$ cat config.mk
export PLATFORM = sky130hd
export DESIGN_NAME = bnn_net16_top
export DESIGN_NICKNAME = d
export VERILOG_FILES = /design/src/rtl/bnn_net16_pkg.sv /design/src/rtl/bnn_xnor_pop.sv /design/src/rtl/bnn_net16_top.sv
export SDC_FILE = /design/constraint.sdc
export NUM_CORES = 1
export LEC_CHECK = 0
export ABC_CLOCK_PERIOD_IN_PS = 60000
export CAP_MARGIN = 20
export CORE_UTILIZATION = 55
export CTS_BUF_LIST = sky130_fd_sc_hd__clkbuf_8
export DETAILED_ROUTE_END_ITERATION = 7
export PLACE_DENSITY = 0.84
export SLEW_MARGIN = 30
export SYNTH_ARGS = -nofsm -noshare
export SYNTH_HDL_FRONTEND = slang
export SYNTH_SLANG_ARGS = --single-unit
$ cat constraint.sdc
create_clock -name clk_i -period 60 [get_ports clk_i]
set_clock_uncertainty 0.1 [all_clocks]
set_input_delay 9 -clock clk_i [delete_from_list [all_inputs] [get_ports clk_i]]
set_output_delay 9 -clock clk_i [all_outputs]
set_load 0.005 [all_outputs]
$ cat src/rtl/bnn_net16_pkg.sv
// Shared constants for the 16x16 binary classifier: weights, segment codes, digit encoder.
// Weights are fixed tables here so the XNOR-popcount datapath folds to constants at synthesis.
package bnn_net16_pkg;

   localparam int IMG_W = 16;
   localparam int N_HID = 16;
   localparam int N_CLS = 10;

   typedef logic [IMG_W-1:0][IMG_W-1:0] img_t;

   localparam logic [N_HID-1:0][IMG_W-1:0] W1 = {N_HID{16'hFFFF}};

   // Class k weight is 16'hFFFF >> k; listed from class 9 down to class 0.
   localparam logic [N_CLS-1:0][N_HID-1:0] W2 = {
      16'h007F, 16'h00FF, 16'h01FF, 16'h03FF, 16'h07FF,
      16'h0FFF, 16'h1FFF, 16'h3FFF, 16'h7FFF, 16'hFFFF
   };

   localparam logic [9:0][6:0] SEG_LUT = {
      7'h6F, 7'h7F, 7'h07, 7'h7D, 7'h6D,
      7'h66, 7'h4F, 7'h5B, 7'h06, 7'h3F
   };

   localparam logic [6:0] SEG_DASH = 7'h40;

   function automatic logic [6:0] seg_of(input logic [3:0] d);
      logic [6:0] s;
      s = 7'h00;
      for (int i = 0; i < 10; i++) begin
         if (d == 4'(i)) s = SEG_LUT[i];
      end
      return s;
   endfunction

endpackage

$ cat src/rtl/bnn_xnor_pop.sv
// One binary neuron: count of bit positions where input and weight agree (0..16).
// Purely combinational; no latency, no flow control.
module bnn_xnor_pop (
   input  logic [15:0] i_a,
   input  logic [15:0] i_w,
   output logic [4:0]  o_cnt
);

   logic [15:0] w_x;
   logic [4:0]  w_cnt;

   assign w_x = ~(i_a ^ i_w);

   always_comb begin
      w_cnt = 5'd0;
      for (int i = 0; i < 16; i++) begin
         w_cnt = w_cnt + {4'd0, w_x[i]};
      end
   end

   assign o_cnt = w_cnt;

endmodule

$ cat src/rtl/bnn_net16_top.sv
// Two-layer XNOR-popcount classifier with argmax, driving four 7-segment digit codes.
// Latency 2 clock edges image-to-digits, one image per clock, no backpressure.
module bnn_net16_top
   import bnn_net16_pkg::*;
#(
   parameter int THRESH1 = 8
) (
   input  logic                        clk_i,
   input  logic                        rst_ni,
   input  logic [IMG_W-1:0][IMG_W-1:0] layer_i,
   output logic [3:0][6:0]             layer_o
);

   localparam logic [4:0] TH1 = 5'(THRESH1);

   img_t            r_img;
   logic [1:0]      r_vld;
   logic [2:0][6:0] r_seg;

   logic [N_HID-1:0][4:0] w_p1;
   logic [N_HID-1:0]      w_hid;
   logic [N_CLS-1:0][4:0] w_score;
   logic [3:0]            w_cls;
   logic [4:0]            w_best;
   logic [3:0]            w_units;
   logic [3:0]            w_tens;

   genvar g;
   generate
      for (g = 0; g < N_HID; g++) begin : g_l1
         bnn_xnor_pop u_pop (
            .i_a   (r_img[g]),
            .i_w   (W1[g]),
            .o_cnt (w_p1[g])
         );
         assign w_hid[g] = (w_p1[g] >= TH1);
      end
      for (g = 0; g < N_CLS; g++) begin : g_l2
         bnn_xnor_pop u_pop (
            .i_a   (w_hid),
            .i_w   (W2[g]),
            .o_cnt (w_score[g])
         );
      end
   endgenerate

   // Strict compare while scanning upward keeps the lowest class on ties.
   always_comb begin
      w_cls  = 4'd0;
      w_best = w_score[0];
      for (int k = 1; k < N_CLS; k++) begin
         if (w_score[k] > w_best) begin
            w_cls  = 4'(k);
            w_best = w_score[k];
         end
      end
   end

   assign w_units = (w_best >= 5'd10) ? 4'(w_best - 5'd10) : w_best[3:0];
   assign w_tens  = (w_best >= 5'd10) ? 4'd1 : 4'd0;

   always_ff @(posedge clk_i or negedge rst_ni) begin
      if (!rst_ni) begin
         r_img <= '0;
         r_vld <= 2'b00;
         r_seg <= '0;
      end else begin
         r_img <= layer_i;
         r_vld <= {r_vld[0], 1'b1};
         r_seg <= {seg_of(w_tens), seg_of(w_units), seg_of(w_cls)};
      end
   end

   assign layer_o = {(r_vld[1] ? SEG_DASH : 7'h00), r_seg};

endmodule

# Word level (Yosys, flattened, before mapping)
# Cells that the tools add are included.
[classes] n_lt_le_gt_ge=26 eq_ne=27 n_addsub=391 n_reduce_logical=3 bitwise=52 mux=51
[ops] cell="5-bit by 1-bit adder with 5-bit output" n=364
[ops] cell="16-bit NOT" n=43
[ops] cell="7-bit 2-to-1 mux" n=28
[ops] cell="5-bit by 4-bit >= comparator with 1-bit output, second input constant" n=17
[ops] cell="1-bit by 1-bit adder with 2-bit output" n=26
[ops] cell="5-bit greater-than comparator" n=9
[ops] cell="5-bit 2-to-1 mux" n=9
[ops] cell="4-bit by 3-bit == test with 1-bit output, second input constant" n=8
[ops] cell="4-bit 2-to-1 mux" n=8
[ops] cell="6-bit 2-to-1 mux" n=3
[ops] cell="4-bit by 2-bit == test with 1-bit output, second input constant" n=4
[ops] cell="4-bit == test, second input constant" n=4
[ops] cell="15-bit NOT" n=1
[ops] cell="14-bit NOT" n=1
[ops] cell="13-bit NOT" n=1
[ops] cell="1-bit by 3-bit == test with 1-bit output, second input constant" n=4
[ops] cell="4-bit logical NOT" n=3
[ops] cell="12-bit NOT" n=1
[ops] cell="11-bit NOT" n=1
[ops] cell="10-bit NOT" n=1
[ops] cell="9-bit NOT" n=1
[ops] cell="1-bit by 4-bit == test with 1-bit output, second input constant" n=2
[ops] cell="4-bit by 1-bit == test with 1-bit output, second input constant" n=2
[ops] cell="8-bit NOT" n=1
[ops] cell="other kinds (6)" n=8
[word_totals] ff_bits=279 output_inout_bits=28 elab_cells=570

# Logic depth before layout (Yosys ltp)
[logic_depth] depth_word=66 mapped_depth=105 ltp_nobuf=99

# Cells and area by module
# A second synthesis with hierarchy kept.
[unflattened] cells_unflattened=1934 hier_area_um2=22465.3
[modules_own_cells] module="bnn_xnor_pop at g_l1[0].u_pop ..." area_per_inst_um2=495.5 cells_per_inst=49 n_inst=23
[modules_own_cells] module="bnn_net16_top" area_per_inst_um2=9571.7 cells_per_inst=657 n_inst=1
[modules_own_cells] module="bnn_xnor_pop at g_l2[7].u_pop ..." area_per_inst_um2=499.2 cells_per_inst=50 n_inst=3

# Worst setup path before layout
# Ideal clock, no wire load.
[synth_timing] path_kind="reg2reg" start="register r_img[128] in the netlist's numbering" end="register r_seg, in the netlist layer_o[10]" n_path_buf=7 setup_time_ns=0.096 slack_ns=40.050 stages_incl_launch_ff=99 arrival_ns=19.754 path_cell_list="dfrtp_1 ha_1 inv_1 fa_1 fa_1 fa_1 fa_1 inv_1 ha_1 nor2b_1 o21ai_0 mux2_2 nor2_1 fa_1 inv_1 fa_1 fa_1 inv_1 [... 63 more ...] a21oi_1 ha_1 nor2b_4 o211ai_2 nand3b_1 o21a_1 buf_6 or3_1 buf_2 o31a_1 inv_1 ha_1 clkbuf_1 o211ai_2 o21a_1 o31a_1 o21a_1 nor4_2"
[synth_between] elab_chain_len=59 elab_cells_between_ends=157 classes_between="96 x add/sub; 11 x order compare; 9 x eq/ne; 20 x mux; 20 x bitwise; 1 x reduce/logical"
[synth_rtl] item="start, declared" line="bnn_net16_top.sv:16" rtl="img_t r_img;"
[synth_rtl] item="start signal, assigned" line="bnn_net16_top.sv:68" rtl="r_img <= layer_i;"
[synth_rtl] item="16-bit NOT (no line) *"
[synth_rtl] item="16-bit NOT *" line="bnn_xnor_pop.sv:12" rtl="assign w_x = ~(i_a ^ i_w);"
[synth_rtl] item="1-bit by 1-bit adder with 2-bit output *" line="bnn_xnor_pop.sv:17" rtl="w_cnt = w_cnt + {4'd0, w_x[i]};"
[synth_rtl] item="5-bit by 1-bit adder with 5-bit output * (14 in a row)" line="bnn_xnor_pop.sv:17"
[synth_rtl] item="5-bit by 4-bit >= comparator with 1-bit output *" line="bnn_net16_top.sv:36" rtl="assign w_hid[g] = (w_p1[g] >= TH1);"
[synth_rtl] item="15-bit NOT (no line) / 16-bit NOT (equally long branches)"
[synth_rtl] item="16-bit NOT" line="bnn_xnor_pop.sv:12"
[synth_rtl] item="5-bit by 1-bit adder with 5-bit output (8 in a row)" line="bnn_xnor_pop.sv:17"
[synth_rtl] item="[... 16 more ...]"
[synth_rtl] item="5-bit greater-than comparator" line="bnn_net16_top.sv:52" rtl="if (w_score[k] > w_best) begin"
[synth_rtl] item="5-bit 2-to-1 mux *" line="bnn_net16_top.sv:52"
[synth_rtl] item="4-bit subtractor / 5-bit by 4-bit >= comparator with 1-bit output (equally long branches)" line="bnn_net16_top.sv:59" rtl="assign w_units = (w_best >= 5'd10) ? 4'(w_best - 5'd10) : w_best[3:0];"
[synth_rtl] item="4-bit 2-to-1 mux *" line="bnn_net16_top.sv:59"
[synth_rtl] item="4-bit logical NOT" line="bnn_net16_pkg.sv:30" rtl="if (d == 4'(i)) s = SEG_LUT[i];"
[synth_rtl] item="6-bit 2-to-1 mux" line="bnn_net16_pkg.sv:30"
[synth_rtl] item="7-bit 2-to-1 mux (8 in a row)" line="bnn_net16_pkg.sv:30"
[synth_rtl] item="7-bit 2-to-1 mux *" line="bnn_net16_pkg.sv:30"
[synth_rtl] item="end signal, assigned" line="bnn_net16_top.sv:70" rtl="r_seg <= {seg_of(w_tens), seg_of(w_units), seg_of(w_cls)};"
[synth_rtl] item="end, declared" line="bnn_net16_top.sv:18" rtl="logic [2:0][6:0] r_seg;"
# Mark *: on every way between the ends. The rest lies on a longest branch, timed or not.

# Final worst setup path
# Ends and elaborated chain as after synthesis.

==> results by group <==
Placed design
  – Final Wtd Congestion: 0.8443
  – Detailed placer's ending HPWL: 28140 µm
  – Buffers added on ports: 278

Route
  – Total length of routed wires: between 30000 and 40000 µm
  – DRC Markers: 0
  – Vias per cell: 4.915
  – Post-DRT Antenna Nets: 0
  – DRT iter0 DRCs: roughly 460
  – WL/cell: between 10 and 15 µm
  – Pre-antenna DRT Iters: 5
  – Vias: 11.25k

Yosys
  – Synth top area share: 0.3861
  – Count of state elements after synthesis: 273
  – Syn Inst Count: between 1.5k and 2k
  – Synth cell count leaders: 419 x inv_1, 273 x dfrtp_1, 215 x fa_1, 152 x ha_1, 50 x a21oi_1
  – Register area share after synthesis: 0.3861
  – Yosys warnings: 0
  – Avg Inst Size Synth: 11.48 µm²
  – Mapped Area: ~18000 µm²
  – Unique masters post-synth: 72
  – Top FF cell, synth: dfrtp_1
  – Post-synth top area cell: dfrtp_1
  – Most numerous cell in the Yosys netlist: inv_1
  – Ys async rst share: 1.000
  – Post-synth EDFFs: 0
  – Top cells by area, synth: dfrtp_1 39%, fa_1 24%, ha_1 11%

Clock network
  – Worst-case clock buffer depth: 3
  – H-tree depth: 2
  – Worst skew pair latency: between 0.5 and 0.6 ns
  – Root Buffer: clkbuf_8
  – Post-CTS sizing: 0
  – Sink Count: roughly 270
  – Inserted Clock Buffers: 47
  – Hold buffers post-CTS: 0
  – CTS tree: yes
  – Post-CTS setup buffer count: 0
  – Clk pin slew, worst setup/hold paths: 0.05 ns

STA
  – Setup_tns: 0 ns
  – Final hold vios: 0
  – Final Setup Violations: 0
  – Fmax: about 0.044 GHz
  – Unrepaired setup endpoints after global routing: no
  – Crit path time final: 22.63 ns
  – Max-slew headroom: 0.4905
  – Tcrit/Tclk final: 0.3771
  – Final slew viol count: 0
  – Tightest Pin Transition: 0.7642 ns

Cells and area
  – Area growth from synthesis to layout: 23.53%
  – Fin nets: roughly 2.5k
  – Fillcell total: between 2k and 2.5k
  – Share of cells above drive strength 1: 0.05885

Die
  – Die area: 32890 µm²
  – Die X: approximately 180 µm
  – Core box area: 31640 µm²
  – Num rows: between 60 and 70
  – Ports: about 290
  – Starting Density: 0.5593
  – Die height: between 150 and 200 µm

Critical path
  – Master of the slowest instance on the critical path: fa_1
  – Setup crit start kind: register
  – Largest stage delay on the critical path: a little over 0.6 ns
  – Crit path max fanout: 15
  – Req. time, crit path: between 60 and 70 ns
  – Critical path arrival: 22.97 ns
  – WS Path Type: register to register
  – CP Capture Type: register
  – CP most frequent cell: ha_1

GRT
  – Total gr overflow: 0
  – Initial antenna violation count: 2
  – Pin count of the biggest net entering global routing: between 100 and 150
  – Total track usage: 0.2232
  – First-pass GRT wire length: between 50000 and 60000 µm
  – Vias in the first global route: between 10k and 15k

Status
  – Status: complete, no violations

Min path
  – Worst Hold Class: register to register

Run
  – Max Cap Viol: 0
==> path summary, 6_finish.rpt <==
path	to	slack (ns)	start	cells past startpoint
worst max register to register	layer_o[10]$_DFF_PN0_	37.37	r_img[128]$_DFF_PN0_	90
min in group asynchronous	r_img[234]$_DFF_PN0_	8.17	rst_ni	1
max in group asynchronous	r_img[98]$_DFF_PN0_	50.19	rst_ni	4
worst max-delay path	layer_o[10]$_DFF_PN0_	37.37	r_img[128]$_DFF_PN0_	90
worst min register to register	r_vld[1]$_DFF_PN0_	0.31	r_vld[0]$_DFF_PN0_	0
worst min-delay path	r_vld[1]$_DFF_PN0_	0.31	r_vld[0]$_DFF_PN0_	0
==> routing by layer <==
metal / part of all wire / global-route usage / routed length (µm) / vias up
li1: - / - / - / 5302
met1: 0.39 / 0.2672 / 13290 / 5556
met2: 0.53 / 0.3995 / 17980 / 322
met5: 0.00047 / 0 / 16 / -
met3: 0.056 / 0.04435 / 1908 / 69
met4: 0.030 / 0.07864 / 1035 / 2
==> layout by cell type (no fill, tap or decap), drive strengths merged, types with 11 or more instances in the layout <==
cell type	netlist	routed
a21o	14	14
a21oi	50	50
clkbuf	4	56
clkdlybuf4s50	0	277
clkinv	0	11
dfrtp	273	273
fa	215	215
ha	152	152
inv	420	433
mux2i	17	17
nand2	44	44
nand2b	21	21
nand3	14	14
nor2	36	36
nor2b	33	33
o21a	17	17
o21ai	50	50
xnor2	18	18
==> state kept, by name (all words and copies together) (netlist names) <==
signal and flops:
r_vld 2, layer_o 15, r_img 256
==> stage by stage <==
step	worst slack, ns	hold WS (ns)	cells	cell area (µm²)	utilization
global placement	38.33	0.2969	2204	20860	0.6594
CTS	37.38	0.3267	2286	21800	0.6891
floorplan	40.05	0.2968	1547	17720	-
finish	37.37	0.3095	2289	21860	0.6909
detailed placement	37.47	0.3060	2204	20860	0.6594
global route	35.72	0.3290	2289	21860	0.6909
==> cell families (layout without fill, tap and decap cells) <==
family | Yosys count | in the layout | share of synthesized area
AO/OA/AOI/OAI | 194 | 194 | 0.07248
XOR/XNOR | 26 | 26 | 0.01287
adder cells (fa/ha/maj) | 370 | 370 | 0.3524
buffers and inverters | 445 | 784 | 0.09829
flip-flops | 273 | 273 | 0.3861
multiplexers | 23 | 23 | 0.01365
other | 2 | 9 | 0.0004244
AND/OR/NAND/NOR | 208 | 208 | 0.06378
==> layout make-up <==
class                      count  area, µm²  area share
antenna                        1      2.502   0.0001145
timing repair buffer         282       2854      0.1306
multi-input combinational    829       9150      0.4186
tap                          402      503.0     0.02301
inverter                     420       1577     0.07213
clock inverter                26      168.9    0.007728
sequential                   273       6832      0.3126
clock buffer                  56      770.7     0.03526
==> worst max-delay path, delay by kind of cell (launching register included) <==
kind                     cells  cell delay, ns
buffers and inverters        8            0.82
AND/OR/NAND/NOR             20            3.84
flip-flops                   1            0.36
AO/OA/AOI/OAI               37            8.04
multiplexers                 3            0.94
adder cells (fa/ha/maj)     22            8.31
Power is left out: the tool's default activity adds up to more than one toggle a clock period on the data nets, which glitch-free logic cannot reach.
